<file path="config.mk">
export PLATFORM = sky130hd
export DESIGN_NAME = mem_access_arbiter
export DESIGN_NICKNAME = d
export VERILOG_FILES = /design/src/rtl/mem_access_arbiter.sv
export SDC_FILE = /design/constraint.sdc
export NUM_CORES = 1
export LEC_CHECK = 0
export CAP_MARGIN = 20
export CORE_ASPECT_RATIO = 1.4
export CORE_UTILIZATION = 40
export CTS_CLUSTER_DIAMETER = 30
export DETAILED_ROUTE_END_ITERATION = 16
export PLACE_DENSITY_LB_ADDON = 0.08
export SLEW_MARGIN = 15
export SYNTH_ARGS = -nofsm -noshare
export SYNTH_HDL_FRONTEND = slang
export SYNTH_SLANG_ARGS = --single-unit
export TNS_END_PERCENT = 100
</file>
<file path="constraint.sdc">
create_clock -name Clk -period 4.73 [get_ports Clk]
set_clock_uncertainty 0.05 [all_clocks]
set_input_delay 0.473 -clock Clk [delete_from_list [all_inputs] [get_ports Clk]]
set_output_delay 0.473 -clock Clk [all_outputs]
set_load 0.005 [all_outputs]
</file>
<file path="src/rtl/mem_access_arbiter.sv">
// mem_access_arbiter
// Shares the single-port instruction/data RAM between the instruction-fetch
// requester (IF) and the load/store requester (DM). One access is in flight
// at a time. Each access is alignment-checked, bounded by a timeout, and
// completed with a one-cycle done pulse (plus err) back to its requester.
module mem_access_arbiter #(
    parameter int ADDR_W  = 8,
    parameter int DATA_W  = 32,
    parameter int TIMEOUT = 15
) (
    input  logic              Clk,
    input  logic              RESET,
    // instruction-fetch requester
    input  logic              if_req,
    input  logic [ADDR_W-1:0] if_addr,
    output logic              if_done,
    output logic              if_err,
    output logic [DATA_W-1:0] if_rdata,
    // load/store requester
    input  logic              dm_req,
    input  logic              dm_we,
    input  logic [1:0]        dm_type,
    input  logic [ADDR_W-1:0] dm_addr,
    input  logic [DATA_W-1:0] dm_wdata,
    output logic              dm_done,
    output logic              dm_err,
    output logic [DATA_W-1:0] dm_rdata,
    // RAM handshake
    output logic              ram_en,
    output logic              ram_rw,
    output logic [1:0]        ram_type,
    output logic [ADDR_W-1:0] ram_addr,
    output logic [DATA_W-1:0] ram_wdata,
    input  logic [DATA_W-1:0] ram_rdata,
    input  logic              ram_moc,
    output logic              busy
);

    // Counter must be able to hold TIMEOUT itself.
    localparam int CNT_W = $clog2(TIMEOUT + 1);

    localparam logic [1:0] TYPE_BYTE = 2'b00;
    localparam logic [1:0] TYPE_HALF = 2'b01;
    localparam logic [1:0] TYPE_WORD = 2'b10;

    typedef enum logic [1:0] {S_IDLE, S_ACCESS, S_RESP} state_t;
    typedef enum logic {G_IF = 1'b0, G_DM = 1'b1} grant_t;

    state_t            state_q,      state_d;
    logic [CNT_W-1:0]  count_q,      count_d;
    grant_t            last_grant_q, last_grant_d;
    logic              ram_en_q,     ram_en_d;
    logic              ram_rw_q,     ram_rw_d;
    logic [1:0]        ram_type_q,   ram_type_d;
    logic [ADDR_W-1:0] ram_addr_q,   ram_addr_d;
    logic [DATA_W-1:0] ram_wdata_q,  ram_wdata_d;
    logic              busy_q,       busy_d;
    logic              if_done_q,    if_done_d;
    logic              if_err_q,     if_err_d;
    logic [DATA_W-1:0] if_rdata_q,   if_rdata_d;
    logic              dm_done_q,    dm_done_d;
    logic              dm_err_q,     dm_err_d;
    logic [DATA_W-1:0] dm_rdata_q,   dm_rdata_d;

    // Candidate request chosen in IDLE (only meaningful when a request is pending)
    grant_t            sel;
    logic              sel_rw;
    logic [1:0]        sel_type;
    logic [ADDR_W-1:0] sel_addr;
    logic [DATA_W-1:0] sel_wdata;
    logic              sel_bad;

    // Arbitration and alignment check of the pending requests.
    // NOTE: every signal written in an always_comb gets a default first so no path can infer a latch.
    always_comb begin
        sel       = G_IF;
        sel_rw    = 1'b1;
        sel_type  = TYPE_WORD;
        sel_addr  = if_addr;
        sel_wdata = '0;
        sel_bad   = (if_addr[1:0] != 2'b00);
        // DM wins when alone, or on a tie when IF had the previous grant.
        if (dm_req && (!if_req || last_grant_q == G_IF)) begin
            sel       = G_DM;
            sel_rw    = ~dm_we;
            sel_type  = dm_type;
            sel_addr  = dm_addr;
            sel_wdata = dm_wdata;
            unique case (dm_type)
                TYPE_BYTE: sel_bad = 1'b0;
                TYPE_HALF: sel_bad = dm_addr[0];
                TYPE_WORD: sel_bad = (dm_addr[1:0] != 2'b00);
                default:   sel_bad = 1'b1;
            endcase
        end
    end

    // Next-state and next-output logic of the IDLE/ACCESS/RESP controller.
    always_comb begin
        state_d      = state_q;
        count_d      = count_q;
        last_grant_d = last_grant_q;
        ram_rw_d     = ram_rw_q;
        ram_type_d   = ram_type_q;
        ram_addr_d   = ram_addr_q;
        ram_wdata_d  = ram_wdata_q;
        if_rdata_d   = if_rdata_q;
        dm_rdata_d   = dm_rdata_q;
        // Done and err are pulses: cleared unless this cycle enters RESP.
        if_done_d    = 1'b0;
        if_err_d     = 1'b0;
        dm_done_d    = 1'b0;
        dm_err_d     = 1'b0;

        unique case (state_q)
            S_IDLE: begin
                if (if_req || dm_req) begin
                    last_grant_d = sel;
                    ram_rw_d     = sel_rw;
                    ram_type_d   = sel_type;
                    ram_addr_d   = sel_addr;
                    ram_wdata_d  = sel_wdata;
                    if (sel_bad) begin
                        // Rejected without touching the RAM.
                        state_d = S_RESP;
                        if (sel == G_DM) begin
                            dm_done_d  = 1'b1;
                            dm_err_d   = 1'b1;
                            dm_rdata_d = '0;
                        end else begin
                            if_done_d  = 1'b1;
                            if_err_d   = 1'b1;
                            if_rdata_d = '0;
                        end
                    end else begin
                        state_d = S_ACCESS;
                        count_d = '0;
                    end
                end
            end

            S_ACCESS: begin
                if (ram_moc || count_q == CNT_W'(TIMEOUT - 1)) begin
                    state_d = S_RESP;
                    // Writes and timeouts return zero data.
                    if (last_grant_q == G_DM) begin
                        dm_done_d  = 1'b1;
                        dm_err_d   = ~ram_moc;
                        dm_rdata_d = (ram_moc && ram_rw_q) ? ram_rdata : '0;
                    end else begin
                        if_done_d  = 1'b1;
                        if_err_d   = ~ram_moc;
                        if_rdata_d = (ram_moc && ram_rw_q) ? ram_rdata : '0;
                    end
                end else begin
                    count_d = count_q + CNT_W'(1);
                end
            end

            S_RESP: begin
                state_d = S_IDLE;
            end

            default: begin
                state_d = S_IDLE;
            end
        endcase

        // Strobe and busy are registered copies of the state being entered.
        ram_en_d = (state_d == S_ACCESS);
        busy_d   = (state_d != S_IDLE);
    end

    // Single state register for the controller and all registered outputs.
    // NOTE: sequential state is updated only with non-blocking assignments so every flop samples pre-edge values.
    always_ff @(posedge Clk) begin
        // NOTE: reset is synchronous and clears every register, including the returned read data.
        if (!RESET) begin
            state_q      <= S_IDLE;
            count_q      <= '0;
            last_grant_q <= G_IF;
            ram_en_q     <= 1'b0;
            ram_rw_q     <= 1'b0;
            ram_type_q   <= '0;
            ram_addr_q   <= '0;
            ram_wdata_q  <= '0;
            busy_q       <= 1'b0;
            if_done_q    <= 1'b0;
            if_err_q     <= 1'b0;
            if_rdata_q   <= '0;
            dm_done_q    <= 1'b0;
            dm_err_q     <= 1'b0;
            dm_rdata_q   <= '0;
        end else begin
            state_q      <= state_d;
            count_q      <= count_d;
            last_grant_q <= last_grant_d;
            ram_en_q     <= ram_en_d;
            ram_rw_q     <= ram_rw_d;
            ram_type_q   <= ram_type_d;
            ram_addr_q   <= ram_addr_d;
            ram_wdata_q  <= ram_wdata_d;
            busy_q       <= busy_d;
            if_done_q    <= if_done_d;
            if_err_q     <= if_err_d;
            if_rdata_q   <= if_rdata_d;
            dm_done_q    <= dm_done_d;
            dm_err_q     <= dm_err_d;
            dm_rdata_q   <= dm_rdata_d;
        end
    end

    assign ram_en    = ram_en_q;
    assign ram_rw    = ram_rw_q;
    assign ram_type  = ram_type_q;
    assign ram_addr  = ram_addr_q;
    assign ram_wdata = ram_wdata_q;
    assign busy      = busy_q;
    assign if_done   = if_done_q;
    assign if_err    = if_err_q;
    assign if_rdata  = if_rdata_q;
    assign dm_done   = dm_done_q;
    assign dm_err    = dm_err_q;
    assign dm_rdata  = dm_rdata_q;

endmodule

</file>
==> results of run 1 <==
area by class of cell:
class,instances,area (sq um),share of cell area [%]
clock inverter,9,148,2.03
sequential,120,2400,33.1
tap,144,180,2.48
clock buffer,23,458,6.31
timing repair buffer,206,2040,28.1
multi-input combinational,311,2020,27.8
inverter,2,7.51,0.103
per-layer routing:
layer | wire [um] | up-vias
li1 | - | 1964
met5 | 0 | -
met4 | 173 | 0
met3 | 867 | 12
met2 | 6130 | 143
met1 | 5160 | 1871
critical path: cells and delay by family:
kind	cells	cell delay, ps
buffers and inverters	2	1000
AO/OA/AOI/OAI	2	1120
multiplexers	1	260
per-stage QoR:
step	hold WS (ps)	setup WS, ps
floorplan	405	2910
global route	427	2000
global placement	394	1860
CTS	414	2140
finish	408	2130
detailed placement	403	1770
how the worst max path moves through the flow:
stage               start  depth (start not counted)  slack [ps]           end
2_1_floorplan  count_q[0]                          8        2910  if_rdata[10]
3_3_place_gp       if_req                          5        1860  dm_rdata[17]
3_5_place_dp       if_req                          5        1770  dm_rdata[25]
4_1_cts            if_req                          5        2140  dm_rdata[25]
5_1_grt            if_req                          5        2000  dm_rdata[25]
6_report           if_req                          5        2130  dm_rdata[25]
placed cells by master (no fill, tap or decap), drive strengths merged, types with 2 or more instances in the layout:
| cell | count |
|---|---|
| clkdlybuf4s50 | 199 |
| dfxtp | 120 |
| nand2 | 113 |
| mux2i | 64 |
| nor2b | 34 |
| a22oi | 33 |
| clkbuf | 23 |
| nor2 | 11 |
| nand3 | 8 |
| a21oi | 7 |
| buf | 7 |
| o211a | 6 |
| bufinv | 4 |
| clkinv | 4 |
| o21ai | 4 |
| a21boi | 4 |
| nor3 | 4 |
| nand2b | 3 |
| a211oi | 3 |
| inv | 2 |
| xor2 | 2 |
| a32oi | 2 |
| ha | 2 |
power groups by stage:
stage | registers [uW] | clock network (uW) | logic [uW]
after floorplan | 1100 | 0 | 196
after global placement | 1100 | 0 | 371
after detailed placement | 1100 | 0 | 373
after CTS | 1080 | 1340 | 377
after global routing | 1080 | 1400 | 405
final | 1080 | 1320 | 372
state kept, by name, summed over array words and instances, names as in the netlist, 2 cells and up:
register	cells
ram_type	2
count_q	4
dm_rdata	32
if_rdata	32
ram_wdata	32
state_q	2
ram_addr	8
cell families after synthesis:
logic type               Yosys count  synth area share, %
XOR/XNOR                           3                0.569
buffers and inverters             36                 4.80
AND/OR/NAND/NOR                  178                 17.5
flip-flops                       120                 52.0
multiplexers                      64                 13.9
adder cells (fa/ha/maj)            2                0.542
AO/OA/AOI/OAI                     64                 10.7
==> reports/metrics.cfg, run 1 <==
[floorplanning]
die_h_um = 129
start_util_pct = 40.9
rows = 46
io-pin-count = 201
die-area_sq_mm = 0.0120
coreArea_sq_mm = 0.0113
die-width_um = 92.8

[clocking]
tritoncts = yes
clockRootBuffer = clkbuf_16
clkTransAtPathRegs_ps = 50
postCtsSetupBuffers = 0
clock_sinks = 120
ctsResizeCount = 0
ctsHtreeMaxLevel = 4
holdBufCountCts = 0
cts_buffers = 17
clk_latency_ps = 400
clock_path_buffers = 2

[cells_and_area]
fin_nets = 748
layout-drive-gt1-share_pct = 6.11
instances_no_fill = 815
finish.utilization_pct = 64.3
fill_cells = 976
fin_area_sq_mm = 0.00726
antenna_cells = 0
areaGrowthSynthToFinish_pct = 57.2

[yosys]
synth-seq-area-share_pct = 52.0
synth_cells = 467
yosys.area.top_type = dfxtp_1
syn_avg_cell_area_sq_um = 9.89
synth.most_common_cell = dfxtp_1
async_flop_share_pct = 0
syn_nets = 557
synth_warnings = 0
synth_area_leaders = dfxtp_1 (52%), mux2i_1 (14%), nand2_1 (9.2%)
ys_types = 40
synth-edff-count = 0
ys.flop_type = dfxtp_1
synth_top_area_share_pct = 52.0
synth_area_sq_mm = 0.00462
synthTopCellsByCount = dfxtp_1 (120), nand2_1 (113), mux2i_1 (64)
synth-seq-cells = 120

[global_routing]
use_met1_pct = 23.8
grtUsageTotal_pct = 20.8
grt_pass1_wl_um = 19600
grt-ovfl-total = 0
antenna_found_initial = 0
grt_max_degree = 112
grt_util_met2_pct = 36.0
grt_pass1_vias = 4066
grt-busiest-layer = met2
grt_util_met3_pct = 6.63

[power]
combPwrFrac_pct = 13.4
p_sw_uw = 620
swShare_pct = 22.4
irDropWorstVdd_mv = 0.236
p_seq_share_pct = 38.9
power_uw = 2770
internal_power_uw = 2150
p_leak_uw = 0.00296
p_clk_share_pct = 47.7
p_per_area_mw_per_mm2 = 382

[timing]
rsz0062_at_grt = false
period_share_pct = 54.9
hold_viol_final = 0
max_freq_mhz = 385
finalSetupViolCount = 0
relSlewSlack_pct = 30.4
worst_pin_slew_ps = 1040
timing.setup.tns_ps = 0
fin_crit_ps = 2600
slew_violations = 0

[detailed_routing]
drc_errors = 0
wl_per_cell_um = 15.1
routed_wl_um = 12300
first_pass_iters = 4
postRouteAntennaNets = 0
vias_per_cell = 4.90
num_vias = 3990
drt_iter0_drc = 170

[placement]
dp_cells = 783
place_congestion = 0.757
io_buffers = 200
place_area_sq_mm = 0.00665
dp_hpwl_um = 8200

[worst_hold_path]
hold_depth = 2
whs_endpoint = if_rdata[5]
min_path_type = reg -> reg
worstHoldStart = if_rdata[5]

[setup_path]
reg2reg_depth = 7
cp-end-kind = flop
reg2reg_slack_ps = 2220
slowest_delay_ps = 610
cp-start-kind = input pin
r2r_end = if_rdata[11]
worstPathRequired_ps = 5000
cp_slowest_cell = a21oi_4
timing_worst_setup_path_type = in -> reg
path_cells = clkdlybuf4s50_1 > o21a_1 > a21oi_4 > buf_4 > mux2i_1
reg2reg_from = count_q[0]
arrival_ps = 2870
path_max_fanout = 23

[run_status]
outcome = finished, final reports clean

[job]
cap_violations = 0

Note: power is estimated with default switching activity, not from simulation.
==> inputs of run 2 (changes only) <==
--- a/config.mk
+++ b/config.mk
@@ -7,7 +7,7 @@
 export LEC_CHECK = 0
 export CAP_MARGIN = 20
 export CORE_ASPECT_RATIO = 1.4
-export CORE_UTILIZATION = 40
+export CORE_UTILIZATION = 38
 export CTS_CLUSTER_DIAMETER = 30
 export DETAILED_ROUTE_END_ITERATION = 16
 export PLACE_DENSITY_LB_ADDON = 0.08
==> constraint.sdc (replaced) <==
create_clock -name Clk -period 2.36 [get_ports Clk]
set_clock_uncertainty 0.05 [all_clocks]
set_input_delay 0.236 -clock Clk [delete_from_list [all_inputs] [get_ports Clk]]
set_output_delay 0.236 -clock Clk [all_outputs]
set_load 0.005 [all_outputs]
==> run 2 against run 1 <==
Effect of this change: count of clock-buffer cells in the layout fell by 2; die area rose by 5.2%; final area rose by 1.8%; critical path type is now reg -> reg.
==> reports/metrics.cfg, run 2 (synthesis gave the netlist of run 1 again) <==
[cells_and_area]
finish.utilization_pct = 62.5  ; -1.8 points
layout-drive-gt1-share_pct = 7.11  ; +1.0 points
fin_area_sq_mm = 0.00739  ; +1.8%
instances_no_fill = 822  ; +0.86%
antenna_cells = 0  ; unchanged
final_common_cell = clkdlybuf4s50_1
mostFrequentLayoutCells = clkdlybuf4s50_1 (199), dfxtp_1 (120), nand2_1 (113)
fin_nets = 752  ; +0.53%
areaGrowthSynthToFinish_pct = 60.1

[detailed_routing]
first_pass_iters = 4  ; unchanged
drt_iter0_drc = 140  ; -18%
num_vias = 4005  ; +0.38%
vias_per_cell = 4.87  ; -0.48%
drc_errors = 0  ; unchanged
routed_wl_um = 12600  ; +2.0%
postRouteAntennaNets = 0  ; unchanged
wl_per_cell_um = 15.3  ; +1.1%

[global_routing]
grt_max_degree = 112  ; unchanged
grtUsageTotal_pct = 20.2  ; -0.65 points
grt_pass1_wl_um = 19700  ; +0.29%
grt-ovfl-total = 0  ; unchanged
grt_pass1_vias = 4043  ; -0.57%
antenna_found_initial = 0  ; unchanged

[setup_path]
slowest_delay_ps = 390  ; -220 ps
reg2reg_from = count_q[0]
path_max_fanout = 34  ; +48%
arrival_ps = 2200  ; -670 ps
r2r_end = if_rdata[19]
path_cells = inv_1 > ha_1 > a31oi_1 > nand2b_1 > a2bb2oi_4 > buf_12 > mux2i_1
timing_worst_setup_path_type = reg -> reg
cp-end-kind = flop
cp.buffers_inverters = 2  ; unchanged
reg2reg_slack_ps = 440  ; -1780 ps
reg2reg_depth = 7  ; unchanged
cp_top_family = compound AO/OA/AOI/OAI gates
worstPathRequired_ps = 2640  ; -2360 ps
cp_slowest_cell = dfxtp_1
cp-start-kind = flop

[power]
combPwrFrac_pct = 13.5  ; about the same
p_sw_uw = 1300  ; +110%
internal_power_uw = 4480  ; +110%
p_clk_share_pct = 49.1  ; +1.4 points
p_per_area_mw_per_mm2 = 782  ; +100%
swShare_pct = 22.5  ; +0.097 points
p_leak_uw = 0.00302  ; +1.8%
p_seq_share_pct = 37.4  ; -1.5 points
irDropWorstVdd_mv = 0.413  ; +75%

[timing]
finalSetupViolCount = 0  ; unchanged
timing.setup.tns_ps = 0  ; unchanged
worst_pin_slew_ps = 545  ; -499 ps
hold_viol_final = 0  ; unchanged
fin_crit_ps = 1920
slew_violations = 0  ; unchanged
rsz0062_at_grt = false
relSlewSlack_pct = 63.4  ; +33 points
period_share_pct = 81.5
max_freq_mhz = 520
fin_hold_ws_ps = 329  ; -78.7 ps

[placement]
place_area_sq_mm = 0.00674  ; +1.3%
dp_hpwl_um = 8420  ; +2.7%
io_buffers = 200  ; unchanged
place_congestion = 0.755  ; -0.19%
dp_cells = 790  ; +0.89%

[floorplanning]
die_h_um = 132  ; +2.6%
coreArea_sq_mm = 0.0118  ; +4.8%
io-pin-count = 201  ; unchanged
die-area_sq_mm = 0.0126  ; +5.2%
start_util_pct = 39.1  ; -1.9 points
die-width_um = 95.2  ; +2.5%
rows = 47  ; +2.2%

[clocking]
ctsHtreeMaxLevel = 4  ; unchanged
clockRootBuffer = clkbuf_16
ctsResizeCount = 0  ; unchanged
holdBufCountCts = 0  ; unchanged
clkTransAtPathRegs_ps = 50  ; about the same
clk_latency_ps = 400  ; about the same
clock_sinks = 120  ; unchanged
tritoncts = yes
cts_buffers = 17  ; unchanged
clock_path_buffers = 2  ; unchanged
postCtsSetupBuffers = 0  ; unchanged

[worst_hold_path]
worstHoldStart = RESET
hold_depth = 3  ; +1
min_path_type = in -> reg
whs_endpoint = ram_addr[6]

[job]
cap_violations = 0  ; unchanged

[run_status]
outcome = finished, final reports clean

-- run 2: changes by cell type in the layout (fill, tap and decap cells not counted), sizes merged --
| cell | delta |
|---|---|
| bufinv | +1 |
| buf | +4 |
| clkinv | -1 |
| clkinvlp | +2 |
| clkbuf | -2 |
-- run 2: metrics by stage --
stage | total power (uW) | worst slack (ps)
6_report | 5780 | 437
4_1_cts | 5830 | 430
3_3_place_gp | 2980 | 386
3_5_place_dp | 2990 | 349
5_1_grt | 6000 | 274
2_1_floorplan | 2600 | 538
-- run 2: worst reg2reg max path: cells and delay by family (launching register included) --
kind | cells | cell delay (ps)
adders and majority gates | 1 | 200
muxes | 1 | 260
buffers and inverters | 2 | 330
AOI/OAI and AO/OA | 2 | 410
DFF | 1 | 390
and+or+nand+nor | 1 | 220
-- run 2: cell type report --
type / count / area (sq um)
fill: 1011 / 4430
inverter: 2 / 7.51
clock inverter: 11 / 195
timing repair buffer: 210 / 2120
sequential: 120 / 2400
multi-input combinational: 311 / 2020
clock buffer: 21 / 460
tap: 147 / 184
-- run 2: worst max-delay path by stage --
stage / cells past startpoint / endpoint / from
after floorplan: 8 / if_rdata[10] / count_q[0]
after global placement: 5 / count_q[1] / dm_type[0]
after detailed placement: 6 / dm_rdata[6] / dm_req
after CTS: 7 / if_rdata[19] / count_q[0]
after global routing: 7 / if_rdata[5] / count_q[0]
final: 7 / if_rdata[19] / count_q[0]
-- run 2: power by group through the flow --
stage / Sequential [uW] / Combinational, uW / Clock (uW)
after floorplan: 2200 / 393 / 0
after global placement: 2200 / 776 / 0
after detailed placement: 2200 / 785 / 0
after CTS: 2160 / 788 / 2880
after global routing: 2170 / 841 / 2990
final: 2160 / 781 / 2840
-- run 2: per-layer routing --
layer	wire (um)	track usage [%]
met5	0	0
met3	1120	7.53
met1	5100	22.3
met2	6170	34.1
met4	190	8.33
==> RTL edit (settings of run 2) <==
`ADDR_W`: 8 -> 6.
--- a/src/rtl/mem_access_arbiter.sv
+++ b/src/rtl/mem_access_arbiter.sv
@@ -5,5 +5,5 @@
 // completed with a one-cycle done pulse (plus err) back to its requester.
 module mem_access_arbiter #(
-    parameter int ADDR_W  = 8,
+    parameter int ADDR_W  = 6,
     parameter int DATA_W  = 32,
     parameter int TIMEOUT = 15
Ports: changed (resized dm_addr, if_addr and ram_addr); port bits go from 201 to 195. The function was not compared with the original's and may differ.
==> RTL edit against run 2 <==
- combinational power about the same
- critical path depth unchanged
- synthesized area down 2.3%
- total power down 6.0%
- cell area down 3.1%
- sequential cell count down 2
- worst setup slack worse by 0.13 ns
- routed wire length down 4.9%
- highest routed layer unchanged
==> RTL edit: results (changes against run 2) <==
Synthesis
  • Post-synthesis mux area share: 0.142 (+0.00327)
  • Synth area leaders: dfxtp_1 (52%), mux2i_1 (14%), nand2_1 (9.1%)
  • Mapped Nets: 544 (-2.3%)
  • Distinct cells, synth: 39 (-2.5%)
  • Top cells by count, synth: dfxtp_1 (118), nand2_1 (109), mux2i_1 (64)
  • Async S/R FF share, synth: 0 (unchanged)
  • Ys Warns: 0 (unchanged)
  • Synth Area in Compound Gates: 0.103 (-0.00331)
  • Post-Synth Adder-Cell Area: 0.00555 (+0.000128)
  • Cell count after synthesis: 458 (-1.9%)
  • Seq/Total Area, Yosys: 0.524 (+0.00339)
  • Synth Area in XOR/XNOR: 0.00583 (+0.000134)

Routing
  • DRT met1 WL: 5.09 mm (-0.35%)
  • DRT Pass-1 Iters: 4 (unchanged)
  • Initial detailed-routing violation count: 113 (-19%)
  • Routed vias: 3918 (-2.2%)
  • Routed wl met2: 5.78 mm (-6.3%)
  • Met3 wire len: 969 um (-13%)
  • WL per Instance: 14.9 um (-2.6%)
  • Uppermost layer routed: met4

Finish
  • Fraction of layout cells with a size suffix above 1: 0.0744 (+0.00324)
  • Fillers: 990 (-2.1%)
  • Antenna diode count: 0 (unchanged)
  • Non-filler cells in the finished layout: 803 (-2.3%)
  • Nets@finish: 732 (-2.7%)

Timing
  • Worst rel slew slack: 0.591 (-0.0428)

Global route
  • Largest net degree at the start of global routing: 63 (-44%)
  • Gr usage total: 0.199 (-0.00244)
  • Global-route met1 utilization: 0.228 (+0.00549)
  • Met2 global-route usage: 0.335 (-0.00636)
  • Met3 Use GR: 0.0828 (+0.00747)
  • First-pass GRT wire length: 18.9 mm (-3.8%)

Placed design
  • DP Cell Count: 771 (-2.4%)
  • GPL Wtd Cong: 0.734 (-2.8%)
  • IO buf count: 194 (-3.0%)
  • Hpwl dp: 8.22 mm (-2.4%)

CTS
  • Post-CTS resize count: 0 (unchanged)
  • # hold bufs at CTS: 0 (unchanged)
  • H-tree levels: 4 (unchanged)

Pwr
  • Lkg Pwr: 0.00292 uW (-3.3%)
  • IR drop worst, VDD: 0.000517 V (+25%)

Worst setup path
  • CP Max Fanout: 11 (-68%)
  • Family with the most delay on the worst path: compound AO/OA/AOI/OAI gates
  • Worst EP arrival: 2.33 ns (+0.13 ns)
  • Worst path slowest cell: a31oi_1

Outcome
  • Outcome: completed
-- RTL edit: logic make-up (layout without fill, tap and decap cells) --
family,count (synthesis),after routing
mux,64,64
compound gates,62,62
buf+inv,37,238
flops,118,118
fa+ha+maj,2,2
simple gates,172,172
xor+xnor,3,3
-- RTL edit: layout make-up --
| cell class | count | share of cell area |
|---|---|---|
| timing repair buffer | 204 | 0.286 |
| sequential | 118 | 0.330 |
| inverter | 2 | 0.00105 |
| clock buffer | 18 | 0.0613 |
| clock inverter | 14 | 0.0213 |
| multi-input combinational | 303 | 0.275 |
| tap | 144 | 0.0252 |
-- RTL edit: per-stage QoR --
step / utilization / hold slack (ns) / cell area, um2 / setup slack (ns) / power (uW)
floorplan: - / 0.276 / 4510 / 0.533 / 2560
global placement: 0.574 / 0.394 / 6570 / 0.237 / 2940
detailed placement: 0.574 / 0.402 / 6570 / 0.227 / 2950
CTS: 0.625 / 0.160 / 7160 / 0.320 / 5490
global route: 0.625 / 0.159 / 7160 / 0.134 / 5670
finish: 0.625 / 0.170 / 7160 / 0.311 / 5440
-- RTL edit: path summary, 6_finish.rpt --
| check | startpoint | endpoint | slack [ns] | cells after the start |
|---|---|---|---|---|
| worst max-delay path | count_q[0]$_SDFFE_PN0P_ | if_rdata[5]$_SDFFE_PN0P_ | 0.31 | 7 |
| worst min-delay path | RESET | ram_addr[0]$_SDFFE_PN0P_ | 0.17 | 2 |
| worst max register to register | count_q[0]$_SDFFE_PN0P_ | if_rdata[5]$_SDFFE_PN0P_ | 0.31 | 7 |
| worst min register to register | dm_rdata[26]$_SDFFE_PN0P_ | dm_rdata[26]$_SDFFE_PN0P_ | 0.41 | 2 |
-- RTL edit: where the power goes --
part	internal [uW]	switching, uW	leakage, uW
Clock	1590	938	0.000291
Sequential	2080	48.4	0.000958
Combinational	435	347	0.00167
